===== src/rtl/fpu_add_exp_compare.sv =====
// FP32 add/sub front end: unpacks both operands, orders them by magnitude and derives the
// clamped alignment shift, effective operation and special-case flags over two pipeline stages.
`timescale 1ns/1ps
module fpu_add_exp_compare #(
   parameter int EXP_W     = 8,
   parameter int SIG_W     = 24,
   parameter int SHIFT_CAP = 27
) (
   input  logic             clk,
   input  logic             rst,
   input  logic             in_valid,
   output logic             in_ready,
   input  logic [31:0]      op_a,
   input  logic [31:0]      op_b,
   input  logic             op_sub,
   output logic             out_valid,
   input  logic             out_ready,
   output logic [SIG_W-1:0] sig_big,
   output logic [SIG_W-1:0] sig_small,
   output logic [4:0]       shift_amt,
   output logic [EXP_W-1:0] exp_big,
   output logic             sign_res,
   output logic             eff_sub,
   output logic             is_nan,
   output logic             is_inf,
   output logic             is_zero
);
   localparam int FRAC_W = SIG_W - 1;
   localparam int SIGN_B = EXP_W + FRAC_W;

   typedef struct packed {
      logic             sign;
      logic [EXP_W-1:0] exp;
      logic [SIG_W-1:0] sig;
      logic             nan;
      logic             inf;
      logic             zero;
   } unpacked_t;

   // Denormals take effective exponent 1 with a clear hidden bit so they align like min normals.
   function automatic unpacked_t unpack(input logic [31:0] op, input logic flip);
      unpacked_t         u;
      logic [EXP_W-1:0]  e_raw;
      logic [FRAC_W-1:0] frac;
      e_raw  = op[FRAC_W +: EXP_W];
      frac   = op[FRAC_W-1:0];
      u.sign = op[SIGN_B] ^ flip;
      u.exp  = (e_raw == '0) ? EXP_W'(1) : e_raw;
      u.sig  = {(e_raw != '0), frac};
      u.nan  = (e_raw == '1) && (frac != '0);
      u.inf  = (e_raw == '1) && (frac == '0);
      u.zero = (e_raw == '0) && (frac == '0);
      return u;
   endfunction

   function automatic logic [4:0] sat_shift(input logic [EXP_W-1:0] diff);
      if (diff > EXP_W'(SHIFT_CAP))
         return 5'(SHIFT_CAP);
      else
         return diff[4:0];
   endfunction

   logic      vld_p1;
   logic      vld_p2;
   logic      s1_adv;
   logic      s2_adv;
   unpacked_t opa_p1;
   unpacked_t opb_p1;

   assign s2_adv   = !vld_p2 || out_ready;
   assign s1_adv   = !vld_p1 || s2_adv;
   assign in_ready = s1_adv;

   // ---- Stage 1: unpack and classify on input accept
   always_ff @(posedge clk) begin
      if (rst) begin
         vld_p1 <= 1'b0;
         opa_p1 <= '0;
         opb_p1 <= '0;
      end else if (s1_adv) begin
         vld_p1 <= in_valid;
         if (in_valid) begin
            opa_p1 <= unpack(op_a, 1'b0);
            opb_p1 <= unpack(op_b, op_sub);
         end
      end
   end

   logic             a_big_c;
   logic [EXP_W-1:0] exp_big_c;
   logic [EXP_W-1:0] exp_small_c;
   logic [SIG_W-1:0] sig_big_c;
   logic [SIG_W-1:0] sig_small_c;
   logic             eff_sub_c;
   logic             nan_c;
   logic             inf_c;
   logic             zero_c;
   logic             sign_c;

   always_comb begin
      a_big_c     = {opa_p1.exp, opa_p1.sig} >= {opb_p1.exp, opb_p1.sig};
      exp_big_c   = a_big_c ? opa_p1.exp : opb_p1.exp;
      exp_small_c = a_big_c ? opb_p1.exp : opa_p1.exp;
      sig_big_c   = a_big_c ? opa_p1.sig : opb_p1.sig;
      sig_small_c = a_big_c ? opb_p1.sig : opa_p1.sig;
      eff_sub_c   = opa_p1.sign ^ opb_p1.sign;
      nan_c       = opa_p1.nan || opb_p1.nan || (opa_p1.inf && opb_p1.inf && eff_sub_c);
      inf_c       = !nan_c && (opa_p1.inf || opb_p1.inf);
      zero_c      = opa_p1.zero && opb_p1.zero;
      // An infinity always wins the magnitude compare, so the big sign is already the inf sign.
      sign_c      = zero_c ? (opa_p1.sign & opb_p1.sign)
                           : (a_big_c ? opa_p1.sign : opb_p1.sign);
   end

   logic [SIG_W-1:0] sig_big_p2;
   logic [SIG_W-1:0] sig_small_p2;
   logic [4:0]       shift_amt_p2;
   logic [EXP_W-1:0] exp_big_p2;
   logic             sign_p2;
   logic             eff_sub_p2;
   logic             nan_p2;
   logic             inf_p2;
   logic             zero_p2;

   // ---- Stage 2: magnitude swap, saturated shift and specials on S1->S2 advance
   always_ff @(posedge clk) begin
      if (rst) begin
         vld_p2       <= 1'b0;
         sig_big_p2   <= '0;
         sig_small_p2 <= '0;
         shift_amt_p2 <= '0;
         exp_big_p2   <= '0;
         sign_p2      <= 1'b0;
         eff_sub_p2   <= 1'b0;
         nan_p2       <= 1'b0;
         inf_p2       <= 1'b0;
         zero_p2      <= 1'b0;
      end else if (s2_adv) begin
         vld_p2 <= vld_p1;
         if (vld_p1) begin
            sig_big_p2   <= sig_big_c;
            sig_small_p2 <= sig_small_c;
            shift_amt_p2 <= sat_shift(exp_big_c - exp_small_c);
            exp_big_p2   <= exp_big_c;
            sign_p2      <= sign_c;
            eff_sub_p2   <= eff_sub_c;
            nan_p2       <= nan_c;
            inf_p2       <= inf_c;
            zero_p2      <= zero_c;
         end
      end
   end

   assign out_valid = vld_p2;
   assign sig_big   = sig_big_p2;
   assign sig_small = sig_small_p2;
   assign shift_amt = shift_amt_p2;
   assign exp_big   = exp_big_p2;
   assign sign_res  = sign_p2;
   assign eff_sub   = eff_sub_p2;
   assign is_nan    = nan_p2;
   assign is_inf    = inf_p2;
   assign is_zero   = zero_p2;

endmodule

===== config.mk =====
export PLATFORM = sky130hd
export DESIGN_NAME = fpu_add_exp_compare
export DESIGN_NICKNAME = d
export VERILOG_FILES = /design/src/rtl/fpu_add_exp_compare.sv
export SDC_FILE = /design/constraint.sdc
export NUM_CORES = 1
export LEC_CHECK = 0
export CAP_MARGIN = 20
export CORE_ASPECT_RATIO = 1.75
export CORE_MARGIN = 2
export CORE_UTILIZATION = 48
export CTS_CLUSTER_DIAMETER = 100
export DETAILED_ROUTE_END_ITERATION = 10
export PLACE_DENSITY = 0.71
export SYNTH_ARGS = -nofsm -noshare
export SYNTH_HDL_FRONTEND = slang
export SYNTH_SLANG_ARGS = --single-unit

===== constraint.sdc =====
create_clock -name clk -period 9.3 [get_ports clk]
set_clock_uncertainty 0.2 [all_clocks]
set_input_delay 1.86 -clock clk [delete_from_list [all_inputs] [get_ports clk]]
set_output_delay 1.86 -clock clk [all_outputs]
set_load 0.01 [all_outputs]

# Word level (Yosys, flattened, before mapping)
# Index checks and enable logic that the tools add are counted.
# W data, S select, Z words.
# op_classes
n_addsub,1
mul,0
div,0
n_lt_le_gt_ge,2
eq_ne,2
n_shift,0
mux,9
bitwise,3
reduce_logical,28
# ops
op,count
$mux W24,2
$logic_not A23 Y1,2
$reduce_bool A23 Y1,2
$ge A32 B32 Y1,1
$mux W8,4
$eq A8 B8 Y1 const B,2
$logic_not A8 Y1,2
$reduce_bool A8 Y1,2
$logic_and A1 B1 Y1,10
$gt A8 B5 Y1 const B,1
$sub A8 B8 Y8,1
$logic_or A1 B1 Y1,5
$mux W5,1
$reduce_and A2 Y1,2
$logic_not A1 Y1,3
$mux W1,2
$xor A1 B1 Y1,2
$and A1 B1 Y1,1
# totals
regBits,140
latchBits,0
ram_bits,0
mem_bits_ro,0
inputBits,69
mem_count,0

# Longest topological paths before layout
# Gate-level depths: netlist of run 1.
# depth
word_depth,5
ltp_mapped,17
ltp_nobuf,15

# Worst setup path after synthesis of run 1
# OpenSTA, ideal clock, no wires.
# synth_timing
path_type,input port to output port
start,in out_ready
end,out in_ready
t_arrival_ps,2212
t_required_ps,7240
slack_ps,5028
stages,2
n_path_buf,0
path_cell_list,nor2b_1 -> nand2_1
# synth_via
elab_chain_len,2
# synth_lines
item,line,rtl
start: declaration,17,"input logic out_ready,"
$logic_or A1 B1 Y1,70,assign s2_adv = !vld_p2 || out_ready;
$logic_or A1 B1 Y1,71,assign s1_adv = !vld_p1 || s2_adv;
end: declaration,12,"output logic in_ready,"
# No other way between the ends.

# Final worst setup path of run 1
# Ends and elaborated chain as after synthesis.

==> results of run 1 <==
[final cells by class]
cell class / count / area (sq um) / area share [%]
Clock buffer: 18 / 429.2 / 4.805
Clock inverter: 13 / 168.9 / 1.891
Inverter: 39 / 146.4 / 1.639
Multi-Input combinational cell: 632 / 3755 / 42.04
Sequential cell: 140 / 2803 / 31.38
Tap cell: 180 / 225.2 / 2.522
Timing Repair Buffer: 142 / 1404 / 15.72
[final timing paths]
| kind | start | to | depth (start not counted) | slack [ns] |
|---|---|---|---|---|
| setup / recovery | out_ready | in_ready | 4 | 3.93 |
| hold / removal | is_inf$_SDFFE_PP0P_ | is_inf$_SDFFE_PP0P_ | 2 | 0.25 |
| setup reg to reg | opb_p1[33]$_SDFFE_PP0P_ | shift_amt[2]$_SDFFE_PP0P_ | 12 | 5.03 |
| hold reg to reg | is_inf$_SDFFE_PP0P_ | is_inf$_SDFFE_PP0P_ | 2 | 0.25 |
[kinds of logic after synthesis]
family,count (synthesis),share of synthesized area (%)
buffers and inverters,99,5.853
and+or+nand+nor,359,22.92
xor gates and xnor gates,5,0.6303
DFF,140,40.34
AOI/OAI and AO/OA,200,19.14
muxes,34,4.988
adders and majority gates,34,6.123
[flip-flops by register name, indices dropped and copies added, names as in the netlist]
register	flops
opa_p1	36
is_zero	1
is_nan	1
sign_res	1
sig_small	24
exp_big	8
eff_sub	1
shift_amt	5
is_inf	1
out_valid	1
opb_p1	36
sig_big	24
vld_p1	1
[synthesized netlist by cell type (all sizes together) (2+ instances only)]
cell type and instances:
a211o 2, a211oi 59, a21o 2, a21oi 88, a22oi 6, a311oi 7
a31o 2, a31oi 5, and2 4, and3 6, buf 11, clkbuf 48
dfxtp 140, ha 34, inv 39, mux2 2, mux2i 32, nand2 157
nand2b 2, nand3 4, nand3b 2, nand4 12, nor2 111, nor2b 5
nor3 32, nor3b 2, nor4 19, o21a 3, o21ai 8, o21bai 2
o31a 3, o31ai 3, xnor2 4
[stage by stage]
stage | setup WS (ns) | util [%]
2_1_floorplan | 5.028 | -
3_3_place_gp | 3.963 | 58.29
3_5_place_dp | 3.930 | 58.29
4_1_cts | 3.929 | 62.47
5_1_grt | 3.851 | 62.47
6_report | 3.927 | 62.47
[layout by cell type (no fill, tap or decap), drive strengths merged, types with 2 or more instances in the layout]
master	Yosys	layout
a211o	2	2
a211oi	59	59
a21o	2	2
a21oi	88	88
a22oi	6	6
a311oi	7	7
a31o	2	2
a31oi	5	5
and2	4	4
and3	6	6
buf	11	7
bufinv	0	3
clkbuf	48	18
clkdlybuf4s50	0	135
clkinv	0	4
clkinvlp	0	4
dfxtp	140	140
ha	34	34
inv	39	41
mux2	2	2
mux2i	32	32
nand2	157	157
nand2b	2	2
nand3	4	4
nand3b	2	2
nand4	12	12
nor2	111	111
nor2b	5	5
nor3	32	32
nor3b	2	2
nor4	19	19
o21a	3	3
o21ai	8	8
o21bai	2	2
o31a	3	3
o31ai	3	3
xnor2	4	4
[tightest hold or removal path, cell delays in order (launching register included)]
cell	delay [ns]
dfxtp_1	0.31
nand2_1	0.05
a21oi_1	0.05
[where the power goes]
part           total, mW  internal [mW]  switching [mW]
clock              0.692          0.422           0.270
sequential         0.664          0.637          0.0276
combinational      0.366          0.160           0.206
total               1.72           1.22           0.503
[per-layer routing]
layer  vias to the layer above  global-route usage [%]  wire, um
met1                      2996                   29.28      7588
met3                        46                   3.782       829
met4                         0                   12.91       785
met2                       178                   45.00     10090
met5                         -                       0         0
li1                       3265                       -         -
==> metrics.md, run 1 <==
| Metric | Value |
|---|---|
| Status | `finished, final reports clean` |
| Yosys warns | `0` |
| WP data required | `7.24 ns` |
| Setup_tns | `0 ns` |
| Die Width | `94.95 um` |
| Cell variety after synth | `65` |
| Post-Synthesis Cells | `871` |
| Max Cap Viol | `0` |
| WP data arrival | `3.31 ns` |
| Yosys top cell by area | `dfxtp_1` |
| Average wire per standard cell | `16.58 um` |
| WS Path Type | `in -> out` |
| Min-Delay Path Class | `reg -> reg` |
| Setup violations, final | `0` |
| RSZ-0062 raised after global routing | `no` |
| Async SR Flop Fraction | `0%` |
| DRC | `0` |
| Clk_lat worst skew | `0.42 ns` |
| CP endpoint kind | `primary output` |
| Mapped Area | `6948 sq um` |
| Maximum vdd drop | `0.1275 mV` |
| Tot Pwr | `1.723 mW` |
| Largest net degree at the start of global routing | `104` |
| Crit path max fanout | `5` |
| CP max stage cell | `clkdlybuf4s50_1` |
| Diodes inserted | `0` |
| Most used DFF post-synth | `dfxtp_1` |
| Number of synthesized flops with an enable pin | `0` |
| Clk buf depth | `2` |
| Number of port buffers | `136` |
| Root Buffer | `clkbuf_16` |
| Initial Util | `48.60%` |
| Filler Cell Count | `1296` |
| Cell Area, Placed | `8333 sq um` |
| Grt ovf | `0` |
| Cts repair resizes | `0` |
| First-pass GRT wire length | `30700 um` |
| Slew @ Worst Pin | `1.102 ns` |
| Die height | `163.2 um` |
| Final ANT Viol Nets | `0` |
| Final critical-path required period | `5.373 ns` |
| DR pass1 iterations | `6` |
| Top cell type's share of synthesized area | `40.34%` |
| Number of synthesized register bits | `140` |
| Initial detailed-routing violation count | `313` |
| Total GRT Usage | `25.50%` |
| DR vias | `6485` |
| P per Cell Area | `192.9 nW/um^2` |
| Via density | `5.571` |
| Worst hold slack | `0.2548 ns` |
| Worst path cell trace | `clkdlybuf4s50_1, nor2b_1, nand2_1, clkdlybuf4s50_1` |
| CP top delay family | `buffers and inverters` |
| P_leak | `3.343 nW` |
| Most area-consuming cells after synthesis | `dfxtp_1 40%, nand2_1 8.4%, a21oi_1 6.3%` |
| Vias in the first global route | `6183` |
| Hpwl dp | `13270 um` |
| Final Max Tran Viols | `0` |
| Syn Nets | `974` |
| Layout cell share with drive strength beyond 1 | `6.199%` |
| CTS sink cnt | `140` |
| Placed insts | `1133` |
| Area growth syn-to-layout | `28.54%` |
| Total Wirelength | `19300 um` |
| Most used cell, CP | `clkdlybuf4s50_1` |
| Final Hold Vio Count | `0` |
| Final net count | `1075` |
| Relative slew slack | `26.50%` |
| DIE AREA | `15490 sq um` |
| Post-CTS Setup Bufs | `0` |
| Count of non-filler cells in the finished layout | `1164` |
| CP Launch Type | `input pin` |
| CP Buf/Inv Count | `2` |
| Area of the core | `14300 sq um` |
| Num CTS Buffers | `17` |
| Max Clk Rate | `186.1 MHz` |
| Avg Cell Area, Syn | `7.977 sq um` |
| Clock slew at reported path FFs | `0.06 ns` |
| Post-CTS Hold Buffers | `0` |
| Placer Congestion | `0.9348` |
| TritonCTS clock tree | `built` |
| Max stage delay on crit path | `0.53 ns` |
| Post-route cell area | `8931 sq um` |
| Top Ports | `137` |
| FP Rows | `58` |
| Initial antenna violation count | `0` |
| H-tree levels | `4` |
| Final Cycle Share | `57.77%` |
| Sequential share of the synthesized area | `40.34%` |
No activity file was read; power rests on OpenSTA's default activity.
==> run 2: changes to the inputs <==
--- a/config.mk
+++ b/config.mk
@@ -8,10 +8,10 @@
 export CAP_MARGIN = 20
 export CORE_ASPECT_RATIO = 1.75
 export CORE_MARGIN = 2
-export CORE_UTILIZATION = 48
+export CORE_UTILIZATION = 47
 export CTS_CLUSTER_DIAMETER = 100
 export DETAILED_ROUTE_END_ITERATION = 10
-export PLACE_DENSITY = 0.71
+export PLACE_DENSITY = 0.73
 export SYNTH_ARGS = -nofsm -noshare
 export SYNTH_HDL_FRONTEND = slang
 export SYNTH_SLANG_ARGS = --single-unit
==> constraint.sdc (replaced) <==
create_clock -name clk -period 4.5 [get_ports clk]
set_clock_uncertainty 0.2 [all_clocks]
set_input_delay 0.9 -clock clk [delete_from_list [all_inputs] [get_ports clk]]
set_output_delay 0.9 -clock clk [all_outputs]
set_load 0.01 [all_outputs]
==> metrics.md, run 2 (synthesized netlist as in run 1, its figures left out) <==
| Metric | Value |
|---|---|
| DR pass1 iterations | `5` |
| Top Registers | `opa_p1 (36), opb_p1 (36)` |
| Sequential cell area | `2803 sq um` |
| Part of the power in registers | `37.8%` |
| Total Wirelength | `20220 um` |
| Top Ports | `137` |
| Clock power share | `40.7%` |
| CP endpoint kind | `flop` |
| TritonCTS clock tree | `built` |
| Post-CTS Hold Buffers | `0` |
| FP Rows | `58` |
| Final Hold Vio Count | `0` |
| Commonest non-fill, non-tap cell in the layout | `nand2_1` |
| P per Cell Area | `402.0 nW/um^2` |
| H-tree levels | `4` |
| Max Clk Rate | `241.9 MHz` |
| Status | `finished, final reports clean` |
| Total GRT Usage | `25.91%` |
| Diodes inserted | `0` |
| Grt ovf | `0` |
| Setup_tns | `0 ns` |
| Clk_lat worst skew | `0.41 ns` |
| Final Cycle Share | `91.86%` |
| Most frequent cells in the layout | `154 x nand2_1, 140 x dfxtp_1, 135 x clkdlybuf4s50_1, 110 x nor2_1, 88 x a21oi_1` |
| Placer Congestion | `0.9540` |
| Post-CTS Setup Bufs | `0` |
| Layout cell share with drive strength beyond 1 | `6.956%` |
| CP Launch Type | `flop` |
| Hpwl dp | `14760 um` |
| Initial Util | `48.11%` |
| Area growth syn-to-layout | `30.02%` |
| Max Cap Viol | `0` |
| Initial detailed-routing violation count | `288` |
| CTS sink cnt | `140` |
| Average wire per standard cell | `17.25 um` |
| Slew @ Worst Pin | `0.8420 ns` |
| Internal Power | `2.587 mW` |
| Via density | `5.662` |
| Root Buffer | `clkbuf_16` |
| Largest net degree at the start of global routing | `79` |
| DR vias | `6636` |
| Maximum vdd drop | `0.2541 mV` |
| Final Max Tran Viols | `0` |
| Final critical-path required period | `4.134 ns` |
| Total net switching power | `1.044 mW` |
| Area occupied by multi-input gates | `3750 sq um` |
| Relative slew slack | `43.87%` |
| Min-Delay Path Class | `reg -> reg` |
| Die Width | `95.91 um` |
| Final ANT Viol Nets | `0` |
| WP data required | `4.60 ns` |
| Die height | `164.8 um` |
| Final net count | `1083` |
| Number of port buffers | `136` |
| DIE AREA | `15810 sq um` |
| WP data arrival | `4.23 ns` |
| Vias in the first global route | `6177` |
| DRC | `0` |
| Initial antenna violation count | `0` |
| RSZ-0062 raised after global routing | `no` |
| Num CTS Buffers | `17` |
| Worst hold slack | `0.2625 ns` |
| Switching share of total power | `28.76%` |
| Crit path max fanout | `9` |
| Clk buf depth | `2` |
| Filler Cell Count | `1331` |
| Area of the core | `14440 sq um` |
| Clock slew at reported path FFs | `0.06 ns` |
| WS Path Type | `reg -> reg` |
| First-pass GRT wire length | `31190 um` |
| Comb pwr share | `21.5%` |
| Setup violations, final | `0` |
| P_leak | `3.403 nW` |
| Cts repair resizes | `0` |
## run 2: cell types whose count changed in the layout (fill, tap and decap cells not counted)
cell / before / now
buf_4: 7 / 13
buf_12: 0 / 2
bufinv_16: 3 / 4
clkinvlp_4: 4 / 3
nand2_2: 2 / 3
nand2_4: 1 / 0
## run 2: final cells by class
cell class | instances | share of cell area [%]
Clock inverter | 13 | 2.119
Sequential cell | 140 | 31.02
Clock buffer | 18 | 4.751
Inverter | 39 | 1.620
Tap cell | 180 | 2.493
Timing Repair Buffer | 150 | 16.48
Multi-Input combinational cell | 632 | 41.51
## run 2: final timing paths
kind | slack [ns] | cells past startpoint | to | from
setup / recovery | 0.37 | 14 | shift_amt[4]$_SDFFE_PP0P_ | opb_p1[30]$_SDFFE_PP0P_
hold / removal | 0.26 | 2 | eff_sub$_SDFFE_PP0P_ | eff_sub$_SDFFE_PP0P_
setup reg to reg | 0.37 | 14 | shift_amt[4]$_SDFFE_PP0P_ | opb_p1[30]$_SDFFE_PP0P_
hold reg to reg | 0.26 | 2 | eff_sub$_SDFFE_PP0P_ | eff_sub$_SDFFE_PP0P_
## run 2: critical path, stage by stage (launching register included)
cell and delay [ns]:
dfxtp_1 0.36, inv_1 0.11, ha_1 0.46, nand4_1 0.24, nor4_2 0.44, o31ai_4 0.15
a21oi_1 0.24, a22oi_1 0.15, ha_1 0.22, and3_2 0.24, o41ai_1 0.40, o21ai_2 0.16
mux2i_2 0.24, a211oi_2 0.12, o31a_1 0.30
## run 2: per-stage QoR
step           total power [mW]  instances  setup WS, ns  util (%)  instance area (sq um)
4_1_cts                   3.644       1172        0.4141     62.55                   9034
2_1_floorplan             1.878        871        0.6257         -                   6948
5_1_grt                   3.785       1172       0.05387     62.55                   9034
3_3_place_gp              2.165       1141        0.5153     58.26                   8413
6_report                  3.631       1172        0.3661     62.55                   9034
3_5_place_dp              2.174       1141        0.4340     58.26                   8413
## run 2: power groups by stage
stage	Sequential, mW	Combinational [mW]	Clock (mW)
detailed placement	1.40	0.774	0
finish	1.37	0.780	1.48
CTS	1.37	0.780	1.49
global placement	1.40	0.767	0
global route	1.38	0.851	1.55
floorplan	1.41	0.473	0
## run 2: layer usage
metal | global-route usage [%] | routed length, um | up-vias
li1 | - | - | 3269
met3 | 3.650 | 739 | 38
met4 | 10.06 | 626 | 0
met5 | 0 | 0 | -
met2 | 49.27 | 11070 | 186
met1 | 27.98 | 7779 | 3143
==> run 3: changes to the inputs <==
--- a/config.mk
+++ b/config.mk
@@ -11,7 +11,7 @@
 export CORE_UTILIZATION = 47
 export CTS_CLUSTER_DIAMETER = 100
 export DETAILED_ROUTE_END_ITERATION = 10
-export PLACE_DENSITY = 0.73
+export PLACE_DENSITY = 0.79
 export SYNTH_ARGS = -nofsm -noshare
 export SYNTH_HDL_FRONTEND = slang
 export SYNTH_SLANG_ARGS = --single-unit
==> metrics.md, run 3 (synthesized netlist as in run 1, its figures left out) <==
| Metric | Value |
|---|---|
| Layout cell share with drive strength beyond 1 | `6.768%` |
| CP top delay family | `compound AO/OA/AOI/OAI gates` |
| P_leak | `3.397 nW` |
| DIE AREA | `15810 sq um` |
| Maximum vdd drop | `0.2468 mV` |
| Critical path launch point | `opb_p1[30]$_SDFFE_PP0P_` |
| Area growth syn-to-layout | `29.77%` |
| Via density | `5.628` |
| Clock slew at reported path FFs | `0.06 ns` |
| M1 WL | `7320 um` |
| Status | `finished, final reports clean` |
| Setup_tns | `0 ns` |
| Average wire per standard cell | `17.00 um` |
| CP max stage cell | `ha_1` |
| Placement Setup Slack | `0.4487 ns` |
| Worst hold start | `is_inf$_SDFFE_PP0P_` |
| Max Clk Rate | `244.7 MHz` |
| Final Max Tran Viols | `0` |
| Total Wirelength | `19890 um` |
| Clk_lat worst skew | `0.42 ns` |
| Tot Pwr | `3.598 mW` |
| Slew @ Worst Pin | `0.9056 ns` |
| Initial detailed-routing violation count | `343` |
| Top Ports | `137` |
| Grt ovf | `0` |
| DRC | `0` |
| P per Cell Area | `399.1 nW/um^2` |
| Area of the core | `14440 sq um` |
| Cts repair resizes | `0` |
| Post-CTS Setup Bufs | `0` |
| DR vias | `6585` |
| Final ANT Viol Nets | `0` |
| Crit path max fanout | `9` |
| Num CTS Buffers | `17` |
| Top Registers | `opa_p1 (36), opb_p1 (36)` |
| Relative slew slack | `39.63%` |
| Die height | `164.8 um` |
| First-pass GRT wire length | `31190 um` |
| Vias in the first global route | `6315` |
| RSZ-0062 raised after global routing | `no` |
| Fin worst setup slack | `0.4126 ns` |
| Most frequent cells in the layout | `154 x nand2_1, 140 x dfxtp_1, 135 x clkdlybuf4s50_1, 110 x nor2_1, 88 x a21oi_1` |
| Root Buffer | `clkbuf_16` |
| Max Cap Viol | `0` |
| Final critical-path required period | `4.087 ns` |
| Met2 WL | `10700 um` |
| Routed length on met3 | `988 um` |
| Final design utilization | `62.43%` |
| Top sig layer | `met4` |
| Die Width | `95.91 um` |
| Post-CTS Hold Buffers | `0` |
| Number of port buffers | `136` |
| CP Buf/Inv Count | `1` |
| Final Hold Vio Count | `0` |
| TritonCTS clock tree | `built` |
| Min-Delay Path Class | `reg -> reg` |
| H-tree levels | `4` |
| CTS sink cnt | `140` |
| WP data required | `4.61 ns` |
| Initial Util | `48.11%` |
| Filler Cell Count | `1271` |
| Commonest non-fill, non-tap cell in the layout | `nand2_1` |
| Max stage delay on crit path | `0.44 ns` |
| Worst path cell trace | `inv_1, ha_1, nand4_1, nor4_2, o31ai_4, a21oi_1, a22oi_1, ha_1, and3_2, o41ai_1, o21ai_2, nor4_4, a211oi_2, o31a_1` |
| Diodes inserted | `0` |
| Final net count | `1081` |
| Final Cycle Share | `90.83%` |
| Reg-to-Reg Start | `opb_p1[30]$_SDFFE_PP0P_` |
| Placer Congestion | `0.9405` |
| WP data arrival | `4.20 ns` |
| Total GRT Usage | `25.94%` |
| Setup violations, final | `0` |
| Initial antenna violation count | `0` |
| Hpwl dp | `14570 um` |
| CP Launch Type | `flop` |
| CP endpoint kind | `flop` |
| WS Path Type | `reg -> reg` |
| Most used cell, CP | `ha_1` |
| Worst hold slack | `0.2535 ns` |
| DR pass1 iterations | `5` |
| Clk buf depth | `2` |
| Largest net degree at the start of global routing | `80` |
| FP Rows | `58` |
run 3: cell types whose count changed in the layout (fill, tap and decap cells not counted), sizes merged:
| cell | change |
|---|---|
| bufinv | -1 |
| buf | -2 |
| clkbuf | +1 |
| inv | +2 |
| clkinv | -1 |
| clkinvlp | -1 |
run 3: where the power goes:
part	switching (mW)	internal, mW	leakage [nW]
registers	0.0577	1.32	1.15
logic	0.434	0.340	1.95
clock network	0.559	0.891	0.291
total	1.05	2.55	3.40
run 3: path summary, 6_finish.rpt:
kind	endpoint	slack [ns]	cells after the start
setup / recovery	shift_amt[3]$_SDFFE_PP0P_	0.41	14
hold / removal	is_inf$_SDFFE_PP0P_	0.25	2
setup reg to reg	shift_amt[3]$_SDFFE_PP0P_	0.41	14
hold reg to reg	is_inf$_SDFFE_PP0P_	0.25	2
run 3: layout make-up:
type / count / area, sq um / share of cell area, %
clock buffers: 19 / 442.9 / 4.913
clock inverters: 12 / 162.7 / 1.804
inverters: 39 / 146.4 / 1.624
multi-input cells: 632 / 3750 / 41.59
flip-flops and latches: 140 / 2803 / 31.09
well taps: 180 / 225.2 / 2.498
repair buffers: 148 / 1486 / 16.49
run 3: layer usage:
layer | GRT usage [%] | vias up
met1 | 28.16 | 3048
met2 | 46.92 | 214
met5 | 0 | -
met3 | 4.060 | 56
li1 | - | 3267
met4 | 14.09 | 0
run 3: worst reg2reg max path, stage by stage, from the launching register on:
cell,delay [ns]
dfxtp_1,0.36
inv_1,0.10
ha_1,0.44
nand4_1,0.23
nor4_2,0.44
o31ai_4,0.15
a21oi_1,0.25
a22oi_1,0.15
ha_1,0.21
and3_2,0.23
o41ai_1,0.39
o21ai_2,0.16
nor4_4,0.28
a211oi_2,0.08
o31a_1,0.30
run 3: per-stage QoR:
stage / std cells / cell area (sq um)
5_1_grt: 1170 / 9016
3_5_place_dp: 1139 / 8411
3_3_place_gp: 1139 / 8411
4_1_cts: 1170 / 9016
6_report: 1170 / 9016
2_1_floorplan: 871 / 6948
